$ cat config.mk
export PLATFORM = sky130hd
export DESIGN_NAME = mem_arbiter
export DESIGN_NICKNAME = d
export VERILOG_FILES = /design/src/rtl/mem_arbiter.sv
export SDC_FILE = /design/constraint.sdc
export NUM_CORES = 1
export LEC_CHECK = 0
export ABC_AREA = 1
export CORE_MARGIN = 5
export CORE_UTILIZATION = 25
export DETAILED_ROUTE_END_ITERATION = 7
export SKIP_CTS_REPAIR_TIMING = 1
export SLEW_MARGIN = 20
export SYNTH_ARGS = -nofsm -noshare
export SYNTH_HDL_FRONTEND = slang
export SYNTH_SLANG_ARGS = --single-unit
$ cat constraint.sdc
create_clock -name clk -period 1.2 [get_ports clk]
set_input_delay 0.24 -clock clk [delete_from_list [all_inputs] [get_ports clk]]
set_output_delay 0.24 -clock clk [all_outputs]
set_load 0.05 [all_outputs]
$ cat src/rtl/mem_arbiter.sv
// Two-port (fetch/data) arbiter onto a single fixed-latency memory port.
// Optional macro ARB_ROUND_ROBIN_EN: alternate on contention instead of DATA-first priority.
module mem_arbiter #(
    parameter int AWIDTH  = 32,
    parameter int DWIDTH  = 32,
    parameter int MEM_LAT = 1
) (
    input  logic              clk,
    input  logic              rst,

    input  logic              if_req_i,
    input  logic [AWIDTH-1:0] if_addr_i,
    output logic              if_gnt_o,
    output logic              if_rvalid_o,
    output logic [DWIDTH-1:0] if_rdata_o,

    input  logic              d_req_i,
    input  logic              d_we_i,
    input  logic [AWIDTH-1:0] d_addr_i,
    input  logic [DWIDTH-1:0] d_wdata_i,
    output logic              d_gnt_o,
    output logic              d_rvalid_o,
    output logic [DWIDTH-1:0] d_rdata_o,

    output logic [AWIDTH-1:0] mem_addr_o,
    output logic [DWIDTH-1:0] mem_data_o,
    output logic              mem_read_en_o,
    output logic              mem_write_en_o,
    input  logic [DWIDTH-1:0] mem_data_i,

    output logic              busy_o
);

    typedef enum logic [1:0] {
        S_IDLE   = 2'd0,
        S_ACCESS = 2'd1,
        S_RESP   = 2'd2
    } state_t;

    typedef enum logic {
        OWN_IF   = 1'b0,
        OWN_DATA = 1'b1
    } owner_t;

    localparam logic [2:0] CNT_LOAD = 3'(MEM_LAT - 1);

    state_t            state_q, state_d;
    owner_t            owner_q, owner_d;
    owner_t            last_q,  last_d;
    logic [2:0]        cnt_q,   cnt_d;
    logic [AWIDTH-1:0] addr_q,  addr_d;
    logic              we_q,    we_d;
    logic [DWIDTH-1:0] wdata_q, wdata_d;
    logic [DWIDTH-1:0] resp_q,  resp_d;
    logic              first_q, first_d;

    logic pick_data;
    logic grant_data;
    logic grant_if;

    // Grants are gated by rst so they drop asynchronously with the rest of the outputs.
    always_comb begin
`ifdef ARB_ROUND_ROBIN_EN
        pick_data = !if_req_i || (last_q == OWN_IF);
`else
        pick_data = 1'b1;
`endif
        grant_data = rst && (state_q == S_IDLE) && d_req_i && pick_data;
        grant_if   = rst && (state_q == S_IDLE) && if_req_i && !grant_data;
    end

    always_comb begin
        state_d = state_q;
        owner_d = owner_q;
        last_d  = last_q;
        cnt_d   = cnt_q;
        addr_d  = addr_q;
        we_d    = we_q;
        wdata_d = wdata_q;
        resp_d  = resp_q;
        first_d = first_q;

        case (state_q)
            S_IDLE: begin
                if (grant_data) begin
                    state_d = S_ACCESS;
                    owner_d = OWN_DATA;
                    last_d  = OWN_DATA;
                    addr_d  = d_addr_i;
                    we_d    = d_we_i;
                    wdata_d = d_wdata_i;
                    cnt_d   = CNT_LOAD;
                    first_d = 1'b1;
                end else if (grant_if) begin
                    state_d = S_ACCESS;
                    owner_d = OWN_IF;
                    last_d  = OWN_IF;
                    addr_d  = if_addr_i;
                    we_d    = 1'b0;
                    cnt_d   = CNT_LOAD;
                    first_d = 1'b1;
                end
            end
            S_ACCESS: begin
                first_d = 1'b0;
                if (cnt_q == 3'd0) begin
                    resp_d  = we_q ? '0 : mem_data_i;
                    state_d = S_RESP;
                end else begin
                    cnt_d = cnt_q - 3'd1;
                end
            end
            S_RESP: begin
                state_d = S_IDLE;
            end
            default: begin
                state_d = S_IDLE;
            end
        endcase
    end

    always_ff @(posedge clk or negedge rst) begin
        if (!rst) begin
            state_q <= S_IDLE;
            owner_q <= OWN_IF;
            last_q  <= OWN_IF;
            cnt_q   <= '0;
            addr_q  <= '0;
            we_q    <= 1'b0;
            wdata_q <= '0;
            resp_q  <= '0;
            first_q <= 1'b0;
        end else begin
            state_q <= state_d;
            owner_q <= owner_d;
            last_q  <= last_d;
            cnt_q   <= cnt_d;
            addr_q  <= addr_d;
            we_q    <= we_d;
            wdata_q <= wdata_d;
            resp_q  <= resp_d;
            first_q <= first_d;
        end
    end

    assign if_gnt_o       = grant_if;
    assign d_gnt_o        = grant_data;
    assign mem_addr_o     = addr_q;
    assign mem_data_o     = wdata_q;
    assign mem_read_en_o  = (state_q == S_ACCESS) && first_q && !we_q;
    assign mem_write_en_o = (state_q == S_ACCESS) && first_q && we_q;
    assign if_rvalid_o    = (state_q == S_RESP) && (owner_q == OWN_IF);
    assign d_rvalid_o     = (state_q == S_RESP) && (owner_q == OWN_DATA);
    assign if_rdata_o     = resp_q;
    assign d_rdata_o      = resp_q;
    assign busy_o         = (state_q != S_IDLE);

endmodule

==> summary by stage, run 1 <==
Synth
The most used flip-flop cell after synthesis is dfrtp_1. Synthesis handed over a netlist of 634 instances. The number of different library cells in the post-synthesis netlist is 21. Averaged over all synthesized cells, the footprint is 7.86 sq um.

The cell area after synthesis is 0.00498 sq mm. Counting flops and latches in the post-synthesis netlist gives 104. The commonest cells after synthesis are nand2_1, dfrtp_1, inv_1. After synthesis, flip-flops and latches occupy 52.2% of the total area. The cell taking the most area after synthesis is dfrtp_1.

Counting flops with an async set or reset pin after synthesis yields a share of 100%. The number of warnings issued by yosys is 0. The synthesized design devotes to its leading area cell type 52.2% of total area. Sorting the synthesized cells by area gives the leading types as dfrtp_1, nand2_1, nand3_1.

Counting flops with a built-in enable in the synthesized netlist gives 0. Counting every net in the synthesized netlist gives 769. nand2_1 is the most common cell in the netlist.

Critical path
The type of origin of the critical path is a register. Of all nets on the critical path, the largest fanout is 4. At the worst endpoint, the required time is 960 ps.

The reg-to-reg startpoint is state_q[0]$_DFFE_PN0P_. The endpoint identified for the worst register-to-register timing path is mem_data_o[22]$_DFFE_PN0P_. Setup slack on the worst reg-to-reg path comes out at -400 ps. The critical path class is register to output port. The arrival time at the worst endpoint is 1450 ps. The capturing element type of the critical path is an output port. The worst reg-to-reg path cell count is 9.

Timing
Measured against its own limit, the worst slew margin works out to 71.0%. The number of setup violations in the final report is 138. Based on the critical path, the design can be clocked at up to 0.591 GHz.

The post-route clock period utilization is 141%. The hold slack is -42.5 ps. At the pin with the least slew margin, the transition time is 435 ps. The final max-slew violation count is 0. The final worst-path setup slack is -493 ps.

Across the routed clock network, the largest skew measured is 6.96 ps. For the final routed database, the setup TNS stands at -37420 ps. The hold violation count in the final report is 32. Setup repair after global routing could not meet its margin everywhere.

The shortest period the worst path allows is 1690 ps.

Floorplan
The floorplan has 51 rows. The area of the core is 0.0195 sq mm. Pin placement for this block handled 268 I/O pins. The starting density of the core is 25.5%. The floorplan step defined a die boundary enclosing 0.0229 sq mm. From left edge to right edge, the die measures 151 um. The height of the chip is 151 um.

Cells and area
For this run, the post-layout net count is 1081. Once layout is complete, the utilization of the core stands at 56.5%. The area added between synthesis and finish is 121%. The antenna diode instance count is 0. The share of post-route cells with drive strength above 1 is 42.2%. The final design area excluding fillers is 0.0110 sq mm.

Counting the fill cells in the layout gives 1671.

Clock tree
The root buffer selected by CTS is clkbuf_16. The clock latency at the later pin of the worst-skew pair is 350 ps. The clock sink count is 104. CTS built an H-tree with a depth of 3. The clock passes through at most 2 buffers.

In this run, CTS created clock tree buffers numbering 9. The register clock-pin slew on the reported worst setup and hold paths is 70 ps. The clock tree from TritonCTS is built.

Power
The analysis attributes to cell leakage a power of 5.31 nW. Across the VDD grid, the largest voltage drop is 1.47 mV. The power density normalized to cell area is 3170 mW/mm^2. The design draws 34.9 mW.

Hold path
The min-delay analysis places its worst path in the category primary input to asynchronous set/reset pin.

Detailed routing
The number of DRC violations after detailed routing is 0. Using the TritonRoute via totals, the vias-per-cell ratio works out to 4.29. The routed design has 19.4 mm of wire. The total iterations of the first detailed-routing run is 4. The detailed router placed 5217 vias in this run. Once detail routing completed, the nets flagged for antenna violations numbered 0. In the final routed layout, each cell accounts on average for 16.0 um.

The first routing iteration left 143 violations.

Global routing
For this run the aggregate overflow at the end of global routing stands at 0. The total routing usage reported by global routing is 15.3%. The largest net degree at the start of global routing is 76. The first global-routing pass estimated 27.5 mm of wire. The initial antenna violation count is 0. The number of global-route vias before repair came to 4978.

Place
Summed over all nets, the half-perimeter wirelength after detailed placement is 13.8 mm. Routability-driven placement finished with a final weighted congestion of 0.776. The placed instances occupy a cell area of 0.00961 sq mm. Buffers placed on the I/O ports in this run total 267.

Status
The flow ran to the end, but the final reports show violations. The checks that failed: negative hold slack, negative setup slack.

Job
The number of maximum-capacitance constraint violations is 0.
==> worst max path at each step <==
stage                           startpoint                          to  slack [ps]  depth (start not counted)
floorplan           state_q[1]$_DFFE_PN0P_                  d_rvalid_o        -180                          2
global placement                   d_req_i  mem_addr_o[19]$_DFFE_PN0P_        -350                          5
detailed placement                 d_req_i  mem_addr_o[19]$_DFFE_PN0P_        -370                          5
CTS                 state_q[1]$_DFFE_PN0P_                     d_gnt_o        -630                          4
global route        state_q[0]$_DFFE_PN0P_               mem_read_en_o        -590                          6
finish              state_q[1]$_DFFE_PN0P_              mem_write_en_o        -490                          5
==> layer usage <==
metal | vias to the layer above | part of all wire, % | global-route usage (%)
li1 | 2544 | - | -
met1 | 2478 | 40 | 18.6
met2 | 169 | 51 | 25.5
met3 | 26 | 7.5 | 5.06
met4 | 0 | 1.9 | 4.99
met5 | - | 0 | 0
==> cell type report <==
class                           count  area [sq um]  area share (%)
Clock buffer                       11           243            2.20
Clock inverter                      5           128            1.16
Inverter                           76           300            2.72
Multi-Input combinational cell    386          2180            19.8
Sequential cell                   104          2650            24.0
Tap cell                          265           332            3.01
Timing Repair Buffer              369          5200            47.2
==> stage by stage <==
stage,hold slack (ps),worst slack [ps],instances
final,-42.5,-493,1216
after global routing,7.81,-585,1216
after CTS,-146,-632,1162
after detailed placement,243,-370,1146
after global placement,242,-351,1146
after floorplan,-55.6,-180,634
==> state kept, by name (all words and copies together), names as in the netlist <==
| register | flops |
|---|---|
| state_q | 2 |
| first_q | 1 |
| mem_addr_o | 32 |
| mem_data_o | 32 |
| we_q | 1 |
| d_rdata_o | 32 |
| owner_q | 1 |
| cnt_q | 3 |
==> cell families (layout without fill, tap and decap cells) <==
logic type	count (synthesis)	in the layout	share of synthesized area, %
AOI/OAI and AO/OA	4	4	0.552
xor gates and xnor gates	1	1	0.176
adders and majority gates	2	2	0.502
buffers and inverters	144	461	14.0
DFF	104	104	52.2
and+or+nand+nor	379	379	32.5
==> cells in the final DEF, fill, tap and decap left out, types with 2 or more instances in the layout <==
| cell | instances |
|---|---|
| nor2_4 | 4 |
| nand3_2 | 32 |
| nand2_1 | 205 |
| buf_6 | 17 |
| nand3_4 | 6 |
| dfrtp_2 | 34 |
| clkbuf_16 | 17 |
| dfrtp_1 | 70 |
| nor3_4 | 3 |
| buf_8 | 5 |
| ha_1 | 2 |
| bufinv_16 | 4 |
| buf_4 | 57 |
| nor2_1 | 3 |
| nand4_1 | 32 |
| nand2_2 | 53 |
| buf_12 | 149 |
| inv_4 | 4 |
| clkdlybuf4s50_1 | 131 |
| inv_1 | 70 |
| nand3_1 | 32 |
| o21ai_2 | 2 |
| nand2_4 | 7 |
==> worst max-delay path, cell delays in order, from the launching register on <==
cell and delay [ps]:
dfrtp_1 430, buf_6 140, nor2_4 100, inv_4 60, nor3_4 210, buf_12 160
==> report_power, final <==
part | switching (mW) | leakage [nW] | total [mW] | internal (mW)
Combinational | 12.3 | 3.89 | 23.9 | 11.6
Sequential | 2.15 | 1.25 | 7.39 | 5.24
Clock | 1.37 | 0.176 | 3.68 | 2.31
Note: power is estimated with default switching activity, not from simulation.
==> inputs of run 2 (changes only) <==
--- a/config.mk
+++ b/config.mk
@@ -6,8 +6,9 @@
 export NUM_CORES = 1
 export LEC_CHECK = 0
 export ABC_AREA = 1
-export CORE_MARGIN = 5
+export CORE_MARGIN = 4
 export CORE_UTILIZATION = 25
+export CTS_CLUSTER_DIAMETER = 120
 export DETAILED_ROUTE_END_ITERATION = 7
 export SKIP_CTS_REPAIR_TIMING = 1
 export SLEW_MARGIN = 20
==> run 2 against run 1 <==
  * The run ends with negative setup slack left
  * Non-clock buffer count decreased by 14
  * Clock power decreased by 14%
  * Total power fell by 4.1%
  * Cell count down 1.3%
  * First-iteration DRC count up 63%
  * Sequential share of layout area up 1.2 points
  * Maximum frequency shrank 1.0%
  * Via count down 2.4%
  * Routed wire length is 6.5% lower
  * Critical path depth decreased by 1
  * Clock skew shrank 1.2 ps
  * Critical endpoint is now d_gnt_o
  * Highest routed layer is now met5
==> summary by stage, run 2 (synthesized netlist as in run 1, its figures left out) <==
Status
The flow ran to the end, but the final reports show violations. The final reports fail on negative setup slack.

Floorplan
The total number of placement rows is 51. The height of the chip is 149 um. The starting density of the core is 25.5%.

Pin placement for this block handled 268 I/O pins. The die covers 0.0223 sq mm. The die width is 149 um. After floorplanning, the core was sized to cover 0.0195 sq mm.

Cells and area
The number of nets at the end of the flow is 1067. Leaving out fill and tap cells, the most frequent cell in the layout is nand2_1. The final design area excluding fillers is 0.0105 sq mm. The layout has 1744 filler cells. The top cell types in the final layout, fill and taps aside, are nand2_1, buf_12, clkdlybuf4s50_1.

The antenna diode instance count is 0. The area added between synthesis and finish is 111%. Cells fill 53.9% of the core in the end. The number of standard cells in the layout, taps in and fillers out is 1200. The share of post-route cells with drive strength above 1 is 35.6%.

Detailed routing
After detailed routing, the average wire length per cell comes to 15.1 um. The violation count after the first detailed-routing iteration is 233. The detailed router placed 5092 vias in this run. The highest layer used for signal routing is met5. The total iterations of the first detailed-routing run is 6. In the detailed route, the total length drawn on met3 is 1.55 mm. The met2 wire length is 9.10 mm. The via density per instance is 4.24. For this run, design rule violations remaining after detail routing come to 0. The length of routed wiring on met1 is 7.23 mm. The detail route stage leaves a number of antenna-violating nets equal to 0. Summed over all layers, the routed wires come to 18.2 mm.

Clock tree
The clock sink count is 104. The total number of H-tree levels is 3. The clock latency at the later pin of the worst-skew pair is 350 ps. TritonCTS built the clock tree. Clock-pin slew was measured on the worst setup and hold paths at 70 ps. TritonCTS created 9 clock buffers.

CTS placed an instance of clkbuf_16 at the clock tree root. Counting along the longest clock path gives a buffer depth of 2.

Timing
The hold violation count in the final report came to 0. The final worst-path setup slack is -511 ps. For the final database, setup skew stands at 5.74 ps. The post-route clock period utilization is 143%. The hold slack is 52.1 ps. The final max-slew violation count was 0. The headroom to the max-slew limit is 50.9%.

The maximum clock frequency is 0.585 GHz. The slew of the pin with the lowest slew margin is 734 ps. Setup repair after global routing could not meet its margin everywhere.

For the finished layout, the period the worst path requires is 1710 ps. Setup violations remaining at the end of the flow were counted as 152.

Power
VDD sags by at most 1.29 mV. The leakage power summed over all cells is 5.14 nW. The power density normalized to cell area is 3180 mW/mm^2. The design draws 33.5 mW.

Global routing
The first global-routing pass estimated 26.3 mm of wire. After global routing the overflow that remains totals 0. The number of global-route vias before repair was 4948. The initial antenna violation count came to 1. Entering global routing, the biggest net connects 40 pins. The total routing usage reported by global routing is 15.0%.

Critical path
The maximum fanout count along the critical path is 7. The type of origin of the critical path is a register. The critical path required time is 960 ps. Data on the critical path arrives at its endpoint at 1470 ps. The capturing element type of the critical path is an output port. The critical path is of the register to output port type.

Place
The count of port buffers added during placement is 267. At the end of routability-driven placement, the weighted congestion stood at 0.779. After legalization and detailed placement, the total HPWL measured 13.2 mm.

The total cell area at the placement stage is 0.00966 sq mm. The cell count after placement is 1146.

Job
The number of maximum-capacitance constraint violations is 0.

Hold path
The tightest min-delay check is of the primary input to asynchronous set/reset pin type.
## run 2: area by class of cell
| type | count | area, sq um | share of cell area (%) |
|---|---|---|---|
| sequential | 104 | 2650 | 25.1 |
| timing repair buffer | 355 | 4980 | 47.3 |
| clock buffer | 9 | 225 | 2.14 |
| tap | 265 | 332 | 3.15 |
| clock inverter | 5 | 82.6 | 0.785 |
| inverter | 76 | 300 | 2.85 |
| multi-input combinational | 386 | 1960 | 18.6 |
## run 2: per-layer routing
| layer | vias to the layer above | global-route usage (%) |
|---|---|---|
| met5 | - | 0 |
| met2 | 160 | 25.5 |
| met4 | 2 | 3.66 |
| met1 | 2387 | 17.5 |
| met3 | 20 | 6.35 |
| li1 | 2523 | - |
## run 2: power by group
part           internal, mW  total [mW]  switching [mW]  leakage, nW
registers              5.24        7.33            2.09         1.25
logic                  11.1        23.0            11.9         3.74
clock network          1.82        3.18            1.37        0.152
## run 2: critical path, stage by stage (launching register included)
cell,delay [ps]
dfrtp_2,440
nor2_4,220
nand3_4,190
inv_8,130
buf_12,140
## run 2: final timing paths
kind	endpoint	cells after the start	from	slack, ps
worst max-delay path	d_gnt_o	4	state_q[0]$_DFFE_PN0P_	-510
worst min-delay path	cnt_q[0]$_DFFE_PN0P_	3	rst	50
worst max register to register	mem_addr_o[2]$_DFFE_PN0P_	8	state_q[0]$_DFFE_PN0P_	-340
worst min register to register	mem_data_o[17]$_DFFE_PN0P_	2	mem_data_o[17]$_DFFE_PN0P_	530
max in group asynchronous	mem_addr_o[17]$_DFFE_PN0P_	3	rst	10
min in group clk	mem_data_o[15]$_DFFE_PN0P_	5	rst	360
## run 2: per-stage QoR
step | worst slack [ps] | setup TNS [ps]
after global routing | -589 | -39430
final | -511 | -26030
after CTS | -638 | -25890
after detailed placement | -367 | -27810
after floorplan | -180 | -11150
after global placement | -346 | -25550
==> inputs of run 3 (changes only) <==
--- a/config.mk
+++ b/config.mk
@@ -6,10 +6,10 @@
 export NUM_CORES = 1
 export LEC_CHECK = 0
 export ABC_AREA = 1
-export CORE_MARGIN = 4
 export CORE_UTILIZATION = 25
 export CTS_CLUSTER_DIAMETER = 120
 export DETAILED_ROUTE_END_ITERATION = 7
+export PLACE_DENSITY = 0.68
 export SKIP_CTS_REPAIR_TIMING = 1
 export SLEW_MARGIN = 20
 export SYNTH_ARGS = -nofsm -noshare
==> run 3 against run 2 <==
  * The flow finishes with violations (negative hold slack, negative setup slack)
  * Maximum frequency fell by 0.44%
  * Combinational power is 5% higher
  * Register-to-register slack worse by 160 ps
  * Hold slack lost 170 ps
  * Non-clock buffer count is 9 higher
  * First-iteration DRC count is 36% lower
  * Count of clock-buffer cells in the layout up 2
  * Final area rose by 5.9%
  * Flip-flop and latch count unchanged
  * Cell count up 0.92%
  * Global-route usage rose by 1.5 points
  * Total power rose by 3.6%
==> summary by stage, run 3 (synthesized netlist as in run 1, its figures left out) <==
Clock tree
TritonCTS created 9 clock buffers. The clock latency at the later pin of the worst-skew pair is 350 ps. The clock net in this run drives a total of 104 sinks. Clock-pin slew was measured on the worst setup and hold paths at 70 ps. The deepest clock path buffer count is 2. The cell sitting at the root of the clock tree is a clkbuf_16. The clock tree from TritonCTS is built.

The total number of H-tree levels is 3.

Place
Once detailed placement completed, the half-perimeter wirelength came to 12.6 mm. The number of placed instances, taps included, is 1140. The count of port buffers added during placement is 267.

The routability congestion estimate is 0.769.

Critical path
The critical path goes through buf_6 > nor2_4 > inv_4 > nor3_4 > buf_12. The worst register-to-register path begins at state_q[0]$_DFFE_PN0P_. The endpoint of the most critical register-to-register path is mem_addr_o[23]$_DFFE_PN0P_.

STA puts the critical path data arrival time at 1480 ps. The largest stage delay on the critical path is 430 ps. The critical path class is register to output port. In this run the worst path has a maximum fanout of 4. For this design, the slowest cell found on the critical path is dfrtp_1.

The worst setup path is captured at an output port. STA classifies the critical path startpoint as a register. The critical path required time is 960 ps. The slack of the worst reg-to-reg path is -500 ps. The worst reg-to-reg path cell count is 10.

The launching element of the worst setup path is state_q[1]$_DFFE_PN0P_.

Global routing
The number of global-route vias before repair is 4947. The total overflow reported by the global router is 0. The initial antenna violation count was 0. Entering global routing, the biggest net connects 46 pins. The first global-routing pass estimated 26.0 mm of wire. In the global route stage, overall resource usage came out at 16.5%.

Timing
The number of setup violations in the final report is 136. The final setup skew is 11.3 ps. The routed design could run at a clock period as short as 1720 ps. The post-route clock period utilization is 143%.

The hold violation count in the final report came to 24. Setup repair after global routing could not meet its margin everywhere. The final max-slew violation count is 0.

The final worst-path setup slack is -518 ps. The hold slack is -117 ps. The headroom to the max-slew limit is 62.4%. For this run, the top clock speed supported by timing is 0.582 GHz. At the pin with the least slew margin, the transition time is 564 ps.

Detailed routing
Before antenna repair, the detailed router went through 5 iterations. Using the TritonRoute via totals, the vias-per-cell ratio works out to 4.31. The via total after detailed routing is 5220. The first routing iteration left 149 violations. The detail route stage leaves a number of antenna-violating nets equal to 0. Dividing the detail-routed wire length by the instance count gives 15.5 um. For this block, the routed nets add up to 18.7 mm of wire.

In the routed design, unresolved DRC markers number 0.

Floorplan
The number of I/O pins is 268. The height of the chip is 143 um. The die is 143 um wide. The die covers 0.0205 sq mm. For this configuration, the core starts out at a cell density of 25.5%. The area of the core is 0.0195 sq mm. The floorplan has 51 rows.

Status
The flow ran to the end, but the final reports show violations. The checks that failed: negative hold slack, negative setup slack.

Cells and area
The area added between synthesis and finish is 124%. The post-route netlist has 46.5% of its cells at a drive strength greater than 1. The top cell types in the final layout, fill and taps aside, are nand2_1, buf_12, clkdlybuf4s50_1. The library cell used most frequently in the layout, excluding fill and tap cells, is nand2_1. The core occupancy in the finished layout is 57.1%. For this run, the post-layout net count is 1076.

The antenna diode instance count is 0. The number of standard cells in the layout, taps in and fillers out is 1211.

Power
Total power for the finished layout comes to 34.7 mW. Power spread over the standard cell area amounts to 3110 mW/mm^2. The worst-case vdd ir drop is 1.49 mV. For this design the static power due to leakage is 5.29 nW.

Job
The number of maximum-capacitance constraint violations is 0.

Hold path
The tightest min-delay check is of the primary input to asynchronous set/reset pin type.
[run 3: cell types whose count changed in the layout (fill, tap and decap cells not counted), moves of 9 or more]
| cell | delta |
|---|---|
| nand2_2 | +30 |
| nand3_1 | -45 |
| nand3_2 | +42 |
| nand2_4 | +9 |
| nand2_1 | -40 |
[run 3: worst max-delay path, delay by kind of cell, from the launching register on]
family,cells,cell delay [ps]
buf+inv,3,370
simple gates,2,320
flops,1,430
[run 3: worst max-delay path by stage]
stage / depth (start not counted) / to / slack, ps
global placement: 4 / d_gnt_o / -380
finish: 5 / mem_read_en_o / -520
CTS: 5 / d_gnt_o / -640
global route: 5 / mem_read_en_o / -590
detailed placement: 8 / d_rdata_o[2]$_DFFE_PN0P_ / -390
floorplan: 2 / d_rvalid_o / -180
[run 3: power by group]
group	switching (mW)	total, mW	internal (mW)
clock network	1.39	3.14	1.75
logic	12.4	24.1	11.7
registers	2.19	7.45	5.27
[run 3: through the flow]
step                setup WS (ps)  TNS [ps]  instance area, sq um
finish                       -518    -40340                 11100
global route                 -591    -50530                 11100
CTS                          -642    -34840                  9930
detailed placement           -388    -37730                  9610
global placement             -378    -36180                  9610
floorplan                    -180    -11150                  5320
[run 3: metal layers]
| layer | global-route usage [%] | vias up | part of all wire, % |
|---|---|---|---|
| li1 | - | 2534 | - |
| met1 | 18.7 | 2487 | 39 |
| met2 | 29.3 | 176 | 53 |
| met3 | 4.80 | 23 | 6.6 |
| met4 | 5.77 | 0 | 1.8 |
| met5 | 0 | - | 0 |
[run 3: layout make-up]
class,instances,area [sq um]
clock buffer,11,253
clock inverter,5,62.6
inverter,76,310
multi-input combinational,386,2360
timing repair buffer,364,5180
fill,1622,8380
sequential,104,2660
tap,265,332
